<file path="config.mk">
export PLATFORM = sky130hd
export DESIGN_NAME = dm_cache_core
export DESIGN_NICKNAME = d
export VERILOG_FILES = /design/src/rtl/dm_cache_core.sv
export SDC_FILE = /design/constraint.sdc
export NUM_CORES = 2
export LEC_CHECK = 0
export CORE_MARGIN = 8
export CORE_UTILIZATION = 59
export CTS_CLUSTER_DIAMETER = 40
export CTS_CLUSTER_SIZE = 12
export DETAILED_ROUTE_END_ITERATION = 6
export GPL_TIMING_DRIVEN = 1
export PLACE_DENSITY = 0.8
export SLEW_MARGIN = 0
export SYNTH_ARGS = -nofsm -noshare
export SYNTH_HDL_FRONTEND = slang
export SYNTH_SLANG_ARGS = --single-unit
</file>
<file path="constraint.sdc">
create_clock -name clk -period 7.3 [get_ports clk]
set_input_delay 1.46 -clock clk [delete_from_list [all_inputs] [get_ports clk]]
set_output_delay 1.46 -clock clk [all_outputs]
set_load 0.02 [all_outputs]
</file>
<file path="src/rtl/dm_cache_core.sv">
// dm_cache_core: direct-mapped, write-through, no-write-allocate cache with
// one 32-bit word per line and one outstanding request at a time.
//
// Ports:
//   clk, rst               rising-edge clock, asynchronous active-high reset
//   core_req_*             request stream (valid/ready, we, addr, wdata, wstrb)
//   core_resp_*            one-cycle completion pulse (is_write, rdata, resp)
//   inv_all                invalidate-all pulse; deferred while busy
//   m_aw*/m_w*/m_b*        AXI4-Lite write channels (master side)
//   m_ar*/m_r*             AXI4-Lite read channels (master side)
//   hit_cnt, miss_cnt      wrapping read hit / read miss counters
//   dbg_state              current FSM state encoding
module dm_cache_core #(
  parameter int ADDR_WIDTH = 32,
  parameter int DATA_WIDTH = 32,
  parameter int NUM_LINES  = 16
) (
  input  logic                    clk,
  input  logic                    rst,
  input  logic                    core_req_valid,
  output logic                    core_req_ready,
  input  logic                    core_req_we,
  input  logic [ADDR_WIDTH-1:0]   core_req_addr,
  input  logic [DATA_WIDTH-1:0]   core_req_wdata,
  input  logic [DATA_WIDTH/8-1:0] core_req_wstrb,
  output logic                    core_resp_valid,
  output logic                    core_resp_is_write,
  output logic [DATA_WIDTH-1:0]   core_resp_rdata,
  output logic [1:0]              core_resp_resp,
  input  logic                    inv_all,
  output logic [ADDR_WIDTH-1:0]   m_awaddr,
  output logic                    m_awvalid,
  input  logic                    m_awready,
  output logic [DATA_WIDTH-1:0]   m_wdata,
  output logic [DATA_WIDTH/8-1:0] m_wstrb,
  output logic                    m_wvalid,
  input  logic                    m_wready,
  input  logic [1:0]              m_bresp,
  input  logic                    m_bvalid,
  output logic                    m_bready,
  output logic [ADDR_WIDTH-1:0]   m_araddr,
  output logic                    m_arvalid,
  input  logic                    m_arready,
  input  logic [DATA_WIDTH-1:0]   m_rdata,
  input  logic [1:0]              m_rresp,
  input  logic                    m_rvalid,
  output logic                    m_rready,
  output logic [31:0]             hit_cnt,
  output logic [31:0]             miss_cnt,
  output logic [2:0]              dbg_state
);

  localparam int IDX_W  = $clog2(NUM_LINES);
  localparam int TAG_W  = ADDR_WIDTH - IDX_W - 2;
  localparam int WADR_W = ADDR_WIDTH - 2;
  localparam int STRB_W = DATA_WIDTH / 8;

  typedef enum logic [2:0] {
    S_IDLE   = 3'd0,
    S_LOOKUP = 3'd1,
    S_RD_AR  = 3'd2,
    S_RD_R   = 3'd3,
    S_WR_AW  = 3'd4,
    S_WR_B   = 3'd5,
    S_RESP   = 3'd6
  } state_e;

  // Byte-lane merge of new data into an existing word under a strobe mask.
  function automatic logic [DATA_WIDTH-1:0] merge_bytes(
    input logic [DATA_WIDTH-1:0] old_w,
    input logic [DATA_WIDTH-1:0] new_w,
    input logic [STRB_W-1:0]     strb
  );
    logic [DATA_WIDTH-1:0] res;
    res = old_w;
    for (int b = 0; b < STRB_W; b++) begin
      if (strb[b]) res[8*b +: 8] = new_w[8*b +: 8];
      else         res[8*b +: 8] = old_w[8*b +: 8];
    end
    return res;
  endfunction

  state_e                state_q, state_d;
  logic [NUM_LINES-1:0]  valid_q, valid_d;
  logic [TAG_W-1:0]      tag_q  [NUM_LINES];
  logic [TAG_W-1:0]      tag_d  [NUM_LINES];
  logic [DATA_WIDTH-1:0] data_q [NUM_LINES];
  logic [DATA_WIDTH-1:0] data_d [NUM_LINES];

  // Latched request; only the word address is kept since bits [1:0] are ignored.
  logic                  req_we_q, req_we_d;
  logic [WADR_W-1:0]     req_waddr_q, req_waddr_d;
  logic [DATA_WIDTH-1:0] req_wdata_q, req_wdata_d;
  logic [STRB_W-1:0]     req_wstrb_q, req_wstrb_d;
  logic                  req_hit_q, req_hit_d;

  logic                  inv_pend_q, inv_pend_d;
  logic [31:0]           hit_cnt_q, hit_cnt_d;
  logic [31:0]           miss_cnt_q, miss_cnt_d;

  logic arvalid_q, arvalid_d, rready_q, rready_d;
  logic awvalid_q, awvalid_d, wvalid_q, wvalid_d, bready_q, bready_d;

  logic                  resp_valid_q, resp_valid_d;
  logic                  resp_is_write_q, resp_is_write_d;
  logic [DATA_WIDTH-1:0] resp_rdata_q, resp_rdata_d;
  logic [1:0]            resp_resp_q, resp_resp_d;

  logic [IDX_W-1:0] idx_s;
  logic [TAG_W-1:0] tag_s;
  logic             hit_s;
  logic             aw_done_s, w_done_s;
  logic             unused_addr_lsb_s;

  assign idx_s     = req_waddr_q[IDX_W-1:0];
  assign tag_s     = req_waddr_q[WADR_W-1:IDX_W];
  assign hit_s     = valid_q[idx_s] && (tag_q[idx_s] == tag_s);
  // A channel counts as done if it already handshook or handshakes this cycle.
  assign aw_done_s = !awvalid_q || m_awready;
  assign w_done_s  = !wvalid_q || m_wready;
  assign unused_addr_lsb_s = ^core_req_addr[1:0];

  assign core_req_ready     = (state_q == S_IDLE) && !inv_pend_q && !inv_all;
  assign core_resp_valid    = resp_valid_q;
  assign core_resp_is_write = resp_is_write_q;
  assign core_resp_rdata    = resp_rdata_q;
  assign core_resp_resp     = resp_resp_q;
  assign m_awaddr  = {req_waddr_q, 2'b00};
  assign m_araddr  = {req_waddr_q, 2'b00};
  assign m_wdata   = req_wdata_q;
  assign m_wstrb   = req_wstrb_q;
  assign m_awvalid = awvalid_q;
  assign m_wvalid  = wvalid_q;
  assign m_bready  = bready_q;
  assign m_arvalid = arvalid_q;
  assign m_rready  = rready_q;
  assign hit_cnt   = hit_cnt_q;
  assign miss_cnt  = miss_cnt_q;
  assign dbg_state = state_q;

  // Next-state, array update and registered-output computation.
  always_comb begin
    state_d     = state_q;
    valid_d     = valid_q;
    tag_d       = tag_q;
    data_d      = data_q;
    req_we_d    = req_we_q;
    req_waddr_d = req_waddr_q;
    req_wdata_d = req_wdata_q;
    req_wstrb_d = req_wstrb_q;
    req_hit_d   = req_hit_q;
    hit_cnt_d   = hit_cnt_q;
    miss_cnt_d  = miss_cnt_q;
    arvalid_d   = arvalid_q;
    rready_d    = rready_q;
    awvalid_d   = awvalid_q;
    wvalid_d    = wvalid_q;
    bready_d    = bready_q;
    resp_valid_d    = 1'b0;
    resp_is_write_d = 1'b0;
    resp_rdata_d    = {DATA_WIDTH{1'b0}};
    resp_resp_d     = 2'b00;

    // An invalidate arriving while busy is remembered until the next IDLE cycle.
    if (inv_all && (state_q != S_IDLE)) inv_pend_d = 1'b1;
    else                                inv_pend_d = inv_pend_q;

    case (state_q)
      S_IDLE: begin
        if (inv_all || inv_pend_q) begin
          valid_d    = {NUM_LINES{1'b0}};
          inv_pend_d = 1'b0;
        end else if (core_req_valid) begin
          req_we_d    = core_req_we;
          req_waddr_d = core_req_addr[ADDR_WIDTH-1:2];
          req_wdata_d = core_req_wdata;
          req_wstrb_d = core_req_wstrb;
          state_d     = S_LOOKUP;
        end else begin
          state_d = S_IDLE;
        end
      end
      S_LOOKUP: begin
        if (req_we_q) begin
          req_hit_d = hit_s;
          awvalid_d = 1'b1;
          wvalid_d  = 1'b1;
          state_d   = S_WR_AW;
        end else if (hit_s) begin
          hit_cnt_d    = hit_cnt_q + 32'd1;
          resp_valid_d = 1'b1;
          resp_rdata_d = data_q[idx_s];
          state_d      = S_RESP;
        end else begin
          miss_cnt_d = miss_cnt_q + 32'd1;
          arvalid_d  = 1'b1;
          state_d    = S_RD_AR;
        end
      end
      S_RD_AR: begin
        if (m_arready) begin
          arvalid_d = 1'b0;
          rready_d  = 1'b1;
          state_d   = S_RD_R;
        end else begin
          arvalid_d = 1'b1;
        end
      end
      S_RD_R: begin
        if (m_rvalid) begin
          rready_d     = 1'b0;
          resp_valid_d = 1'b1;
          resp_rdata_d = m_rdata;
          resp_resp_d  = m_rresp;
          state_d      = S_RESP;
          // Only an OKAY read may fill the line; errors leave it untouched.
          if (m_rresp == 2'b00) begin
            valid_d[idx_s] = 1'b1;
            tag_d[idx_s]   = tag_s;
            data_d[idx_s]  = m_rdata;
          end else begin
            valid_d[idx_s] = valid_q[idx_s];
          end
        end else begin
          rready_d = 1'b1;
        end
      end
      S_WR_AW: begin
        if (m_awready) awvalid_d = 1'b0;
        else           awvalid_d = awvalid_q;
        if (m_wready)  wvalid_d  = 1'b0;
        else           wvalid_d  = wvalid_q;
        if (aw_done_s && w_done_s) begin
          bready_d = 1'b1;
          state_d  = S_WR_B;
        end else begin
          state_d = S_WR_AW;
        end
      end
      S_WR_B: begin
        if (m_bvalid) begin
          bready_d        = 1'b0;
          resp_valid_d    = 1'b1;
          resp_is_write_d = 1'b1;
          resp_resp_d     = m_bresp;
          state_d         = S_RESP;
          // Write-through: the cached copy is updated only if it was present
          // and memory accepted the write.
          if (req_hit_q && (m_bresp == 2'b00)) begin
            data_d[idx_s] = merge_bytes(data_q[idx_s], req_wdata_q, req_wstrb_q);
          end else begin
            data_d[idx_s] = data_q[idx_s];
          end
        end else begin
          bready_d = 1'b1;
        end
      end
      S_RESP: begin
        state_d = S_IDLE;
      end
      default: begin
        state_d = S_IDLE;
      end
    endcase
  end

  // Control, counter, handshake and response registers with async reset.
  always_ff @(posedge clk or posedge rst) begin
    if (rst) begin
      state_q         <= S_IDLE;
      valid_q         <= {NUM_LINES{1'b0}};
      req_we_q        <= 1'b0;
      req_waddr_q     <= {WADR_W{1'b0}};
      req_wdata_q     <= {DATA_WIDTH{1'b0}};
      req_wstrb_q     <= {STRB_W{1'b0}};
      req_hit_q       <= 1'b0;
      inv_pend_q      <= 1'b0;
      hit_cnt_q       <= 32'd0;
      miss_cnt_q      <= 32'd0;
      arvalid_q       <= 1'b0;
      rready_q        <= 1'b0;
      awvalid_q       <= 1'b0;
      wvalid_q        <= 1'b0;
      bready_q        <= 1'b0;
      resp_valid_q    <= 1'b0;
      resp_is_write_q <= 1'b0;
      resp_rdata_q    <= {DATA_WIDTH{1'b0}};
      resp_resp_q     <= 2'b00;
    end else begin
      state_q         <= state_d;
      valid_q         <= valid_d;
      req_we_q        <= req_we_d;
      req_waddr_q     <= req_waddr_d;
      req_wdata_q     <= req_wdata_d;
      req_wstrb_q     <= req_wstrb_d;
      req_hit_q       <= req_hit_d;
      inv_pend_q      <= inv_pend_d;
      hit_cnt_q       <= hit_cnt_d;
      miss_cnt_q      <= miss_cnt_d;
      arvalid_q       <= arvalid_d;
      rready_q        <= rready_d;
      awvalid_q       <= awvalid_d;
      wvalid_q        <= wvalid_d;
      bready_q        <= bready_d;
      resp_valid_q    <= resp_valid_d;
      resp_is_write_q <= resp_is_write_d;
      resp_rdata_q    <= resp_rdata_d;
      resp_resp_q     <= resp_resp_d;
    end
  end

  // Tag and data storage; no reset needed because valid bits gate every use.
  always_ff @(posedge clk) begin
    tag_q  <= tag_d;
    data_q <= data_d;
  end

endmodule
</file>
Word-level counts from Yosys, hierarchy flattened
Cells that the tools add are included.
- reduce and logical (&&, ||, !) cells: 38
- bitwise operators: 5
- eq/ne operators: 18
- muxes and demuxes: 84
- $lt $le $gt $ge: 4
- add/subtract/negate cells: 2
- operators with widths (operator ; count):
    $mux 512 ; 4
    $bwmux 512 ; 3
    $pmux 512 s2 ; 1
    $bwmux 416 ; 1
    $mux 32 ; 6
    $bmux 32 s4 ; 1
    $demux 32 s4 ; 1
    $mux 8 ; 16
    $bmux 26 s4 ; 1
    $demux 26 s4 ; 1
    $mux 26 ; 3
    $add 32x1->32 const B ; 2
    $pmux 32 s2 ; 1
    $mux 16 ; 3
    $pmux 16 s2 ; 1
    $eq 26x26->1 ; 1
    $reduce_and 3->1 ; 8
    $mux 1 ; 22
    $ne 2x2->1 const B ; 11
    $mux 3 ; 6
    $pmux 3 s6 ; 1
    $bwmux 16 ; 1
    $or 16x16->16 ; 1
    $reduce_bool 2->1 ; 6
    24 further kinds ; 49
- logic and storage cells: 202
- output and inout bits: 209
- register bits: 1121
- bits of input ports: 114

Logic depth before layout (Yosys ltp)
- word-level depth: 12
- depth in mapped cells: 16
- depth with buffers taken out: 9

Worst setup path after synthesis
OpenSTA, ideal clock, no wires.
- path kind: input-to-reg
- start point: input port m_rresp[1]
- end point: register data_q[0] (netlist name) (enable)
- arrival time: 3470 ps
- path buffers: 1
- setup slack: 3409 ps
- stages: 6
- library setup time: 421 ps
- required time: 6879 ps
- cells stage by stage: nor2_1 nand3_1 nand2_1 nand2_1 clkbuf_1 nor2_1
- longest elaborated chain between the ends: 3
- RTL lines (element ; RTL line ; RTL):
    start, declared ; 45 ; input logic [1:0] m_rresp,
    $logic_not 2->1 ; 217 ; if (m_rresp == 2'b00) begin
    $ne 2x2->1 (no source line) ; -- ;
    $reduce_and 4->1 (no source line) ; -- ;
    end signal, assigned ; 315 ; data_q <= data_d;
    end, declared ; 87 ; logic [DATA_WIDTH-1:0] data_q [NUM_LINES];
Every way passes these cells.
A chain may end at the register's enable or synchronous reset.

Worst setup path in the final report
- start point: register req_waddr_q[1]
- end point: register resp_rdata_q[28] (netlist: core_resp_rdata[28])
- longest elaborated chain between the ends: 9
- elaborated cells between the ends (all ways): 14
- those cells by class: eq/ne: 1; mux: 11; bitwise: 1; reduce/logical: 1
- RTL lines (element ; RTL line ; RTL):
    start, declared ; 92 ; logic [WADR_W-1:0] req_waddr_q, req_waddr_d;
    start signal, assigned ; 273 ; req_waddr_q <= {WADR_W{1'b0}};
    start signal, assigned ; 293 ; req_waddr_q <= req_waddr_d;
    $not 4->5 (not written as such) ; 117, 192 ;
    $bmux 26 s4 ; 117 ; assign hit_s = valid_q[idx_s] && (tag_q[idx_s] == tag_s);
    $mux 26 (not written as such) (2 in series) ; 117 ;
    $eq 26x26->1 ; 117 ;
    $logic_and 1x1->1 ; 117 ;
    $mux 32 * ; 189 ; end else if (hit_s) begin
    $mux 32 * ; 184 ; if (req_we_q) begin
    $pmux 32 s2 * ; 168 ; case (state_q)
    via resp_rdata_d[28] ; 106 ; logic [DATA_WIDTH-1:0] resp_rdata_q, resp_rdata_d;
    end signal, assigned ; 287 ; resp_rdata_q <= {DATA_WIDTH{1'b0}};
    end signal, assigned ; 307 ; resp_rdata_q <= resp_rdata_d;
    end, declared ; 106 ;
Mark *: on every way through the listed nets, which the timed path passes. The rest lies on a longest branch. The select of a mux whose other input is x is not followed.

==> summary.md <==
| Metric | Value |
|---|---|
| Max-cap violations | 0 |
| Post-CTS resize count | 0 |
| Register area | between 30000 and 40000 sq um |
| Reg2reg path depth | 9 |
| Yosys warns | 0 |
| Seq cells post-synth | around 1100 |
| Count of buffers from port buffering | approximately 320 |
| Area of the multi-input gates | 13600 sq um |
| CTS tree | built |
| Die W | roughly 300 um |
| Setup TNS | 0 ps |
| Clock root cell | clkbuf_16 |
| Most frequent cells in the layout | 928 x edfxtp_1, 579 x nor2_1, 316 x clkdlybuf4s50_1 |
| Cells after synthesis | 2966 |
| Die Footprint | 89800 sq um |
| Pwr Density | 384 nW/um^2 |
| Synth Area per Inst | about 16 sq um |
| Largest fanout on the critical path | 60 |
| Vias in the first global route | roughly 30000 |
| WP data required | around 7900 ps |
| DRC | 0 |
| Fin crit share | 0.770 |
| Worst Path Arrival | 6260 ps |
| Hold_buf cts | 0 |
| Clk Latency, worst-skew pair | between 700 and 800 ps |
| Fin crit period | ~5600 ps |
| Final hold violation count | 0 |
| WP depth | 9 |
| Ys flop type | edfxtp_1 |
| CP peak stage delay | approximately 1100 ps |
| WS Path Type | flop to flop |
| Most common cell on crit path | buf_4 |
| Initial DRC count | about 3600 |
| Setup violators final | 0 |
| Number of synthesized flops with an enable pin | approximately 930 |
| Bufs and invs on worst path | 2 |
| Worst r2r src | req_waddr_q[1] |
| Worst-path cell chain | buf_4 -> mux4_2 -> mux2i_1 -> o221ai_1 -> a2111oi_2 -> and4b_1 -> and3_2 -> buf_4 -> a22o_1 |
| First-pass GRT wire length | approximately 180 mm |
| Pre-antenna DRT Iters | 6 |
| Slew Viols, Final | 0 |
| Htree depth | 4 |
| RSZ-0062 raised after global routing | false |
| Routability cong. | around 0.82 |
| Critical path capture point type | flop |
| Flop-to-flop setup slack | between 1500 and 2000 ps |
| Peak supply drop | 0.334 mV |
| Fin area | ~56000 sq um |
| Initial antenna violation count | 1 |
| Slew HR | 0.200 |
| Unique masters post-synth | 72 |
| Post-DRT Antenna Nets | 0 |
| Post-synth ARST share | 0.172 |
| Final nets | 3379 |
| Fraction of layout cells with a size suffix above 1 | 0.207 |
| Hold Path Class | flop to flop |
| DIE HEIGHT | roughly 300 um |
| Critical Path Slowest Stage Cell | dfrtp_4 |
| Register area share after synthesis | 0.689 |
| Post-DP Area | around 51000 sq um |
| Ports | approximately 320 |
| Total track usage | 0.271 |
| Clock transition at path regs | 60 ps |
| Site Rows | around 100 |
| Vias post-DR | ~29000 |
| CTS sink count | between 1000 and 1500 |
| Most common cell after layout, fill and taps aside | edfxtp_1 |
| Clock Skews | about 31 ps |
| # fillers | about 4900 |
| Worst-margin pin slew | 1200 ps |
| FMAX | 178 MHz |
| Grt total ovfl | 0 |
| Crit path launch | req_waddr_q[1] |
| Hpwl dp | ~70 mm |
| Post-CTS Setup Repair Bufs | 0 |
| Largest net degree at the start of global routing | 119 |
| Total CTS buffers | around 140 |
| Static Leak | 19.7 nW |
| Post-Syn Area | 47500 sq um |
| Fin util | 0.701 |
| Drt total wl | roughly 120 mm |
| Routed wire per std cell | around 28 um |
| Area delta synth->final | 18.4% |
| Reg2reg end | core_resp_rdata[28] |
| Crit-path leading delay family | buffers and inverters |
| Drt via density | between 6 and 7 |
| Core footprint | 80200 sq um |
| Starting Density | 0.592 |
| CP endpoint | core_resp_rdata[28] |
| Status | complete, no violations |
| Clock buffer depth | 3 |
| Launching element type of the critical path | flop |
## worst min-delay path by stage
stage / depth (start not counted) / end / startpoint / slack (ps)
6_report: 1 / hit_cnt[25] / hit_cnt[25] / 490
5_1_grt: 1 / hit_cnt[31] / hit_cnt[31] / 510
4_1_cts: 1 / hit_cnt[31] / hit_cnt[31] / 490
2_1_floorplan: 2 / valid_q[10] / valid_q[10] / 460
3_3_place_gp: 1 / miss_cnt[25] / miss_cnt[25] / 480
3_5_place_dp: 1 / hit_cnt[5] / hit_cnt[5] / 480
## area by class of cell
class | instances | share of cell area
sequential | 1121 | 0.582
multi-input combinational | 1582 | 0.241
clock buffer | 176 | 0.0688
timing repair buffer | 391 | 0.0667
tap | 1060 | 0.0236
clock inverter | 80 | 0.0163
inverter | 23 | 0.00167
antenna | 1 | 0.0000445
## layer usage
layer	track usage	vias to the layer above	wire length, um
li1	-	11800	-
met1	0.322	14400	41300
met2	0.471	1932	64000
met3	0.0562	408	12800
met4	0.129	0	6030
met5	0	-	0
## through the flow
step	power, mW	std cells	hold slack, ps	worst slack, ps
floorplan	12.6	2969	465	584
global placement	14.4	4177	476	1850
detailed placement	14.6	4177	484	1770
CTS	21.7	4433	494	1670
global route	22.3	4434	515	1460
finish	21.6	4434	490	1680
## power by group
| part | internal, mW | total [mW] | switching, mW |
|---|---|---|---|
| Sequential | 7.65 | 8.38 | 0.729 |
| Clock | 4.27 | 7.00 | 2.73 |
| Combinational | 2.77 | 6.24 | 3.47 |
| Total | 14.7 | 21.6 | 6.93 |
## cell usage after synthesis (all sizes together) (2+ instances only)
cell / instances / share of area
edfxtp: 928 / 0.59
nor2: 611 / 0.048
mux4: 238 / 0.11
dfrtp: 193 / 0.10
buf: 154 / 0.021
mux2i: 124 / 0.026
clkbuf: 89 / 0.0070
mux2: 75 / 0.018
nand2: 65 / 0.0051
a21oi: 59 / 0.0088
xnor2: 53 / 0.0098
a22o: 42 / 0.0077
o21ai: 41 / 0.0043
xor2: 30 / 0.0055
nand3: 29 / 0.0033
a22oi: 27 / 0.0043
nor3: 26 / 0.0027
and3: 23 / 0.0030
inv: 23 / 0.0018
nand4: 21 / 0.0028
and2: 12 / 0.0016
nor2b: 12 / 0.0016
a31oi: 7 / 0.00092
and4: 7 / 0.0013
nor3b: 6 / 0.00095
a211oi: 5 / 0.00090
a221oi: 5 / 0.00092
or3: 5 / 0.00066
nor4: 4 / 0.00053
o221ai: 4 / 0.00074
a2111oi: 3 / 0.00082
a21boi: 3 / 0.00047
a21o: 3 / 0.00047
nand2b: 3 / 0.00040
o31ai: 3 / 0.00047
or2: 3 / 0.00040
a2bb2oi: 2 / 0.00037
ha: 2 / 0.00053
o221a: 2 / 0.00047
o22ai: 2 / 0.00026
o311ai: 2 / 0.00037
## cell families (layout without fill, tap and decap cells)
family | count (synthesis) | in the layout | share of synthesized area
AOI/OAI and AO/OA | 224 | 224 | 0.0350
xor gates and xnor gates | 83 | 83 | 0.0153
adders and majority gates | 2 | 2 | 0.000527
buffers and inverters | 266 | 670 | 0.0298
DFF | 1121 | 1121 | 0.689
muxes | 437 | 437 | 0.157
other | 1 | 5 | 0.0000790
and+or+nand+nor | 832 | 832 | 0.0735
## sequential cells by signal, summed over array words and instances (netlist names), 2 cells and up
| signal | flops |
|---|---|
| core_resp_rdata | 32 |
| valid_q | 16 |
| miss_cnt | 32 |
| hit_cnt | 32 |
| m_wstrb | 4 |
| data_q | 512 |
| dbg_state | 3 |
| core_resp_resp | 2 |
| tag_q | 416 |
| req_waddr_q | 30 |
| m_wdata | 32 |
## worst reg2reg max path, cell delays in order, from the launching register on
cell and delay, ps:
dfrtp_4 1100, buf_4 990, mux4_2 620, mux2i_1 310, o221ai_1 180, a2111oi_2 400, and4b_1 320, and3_2 910
buf_4 500, a22o_1 210
No activity file was read; power rests on OpenSTA's default activity.
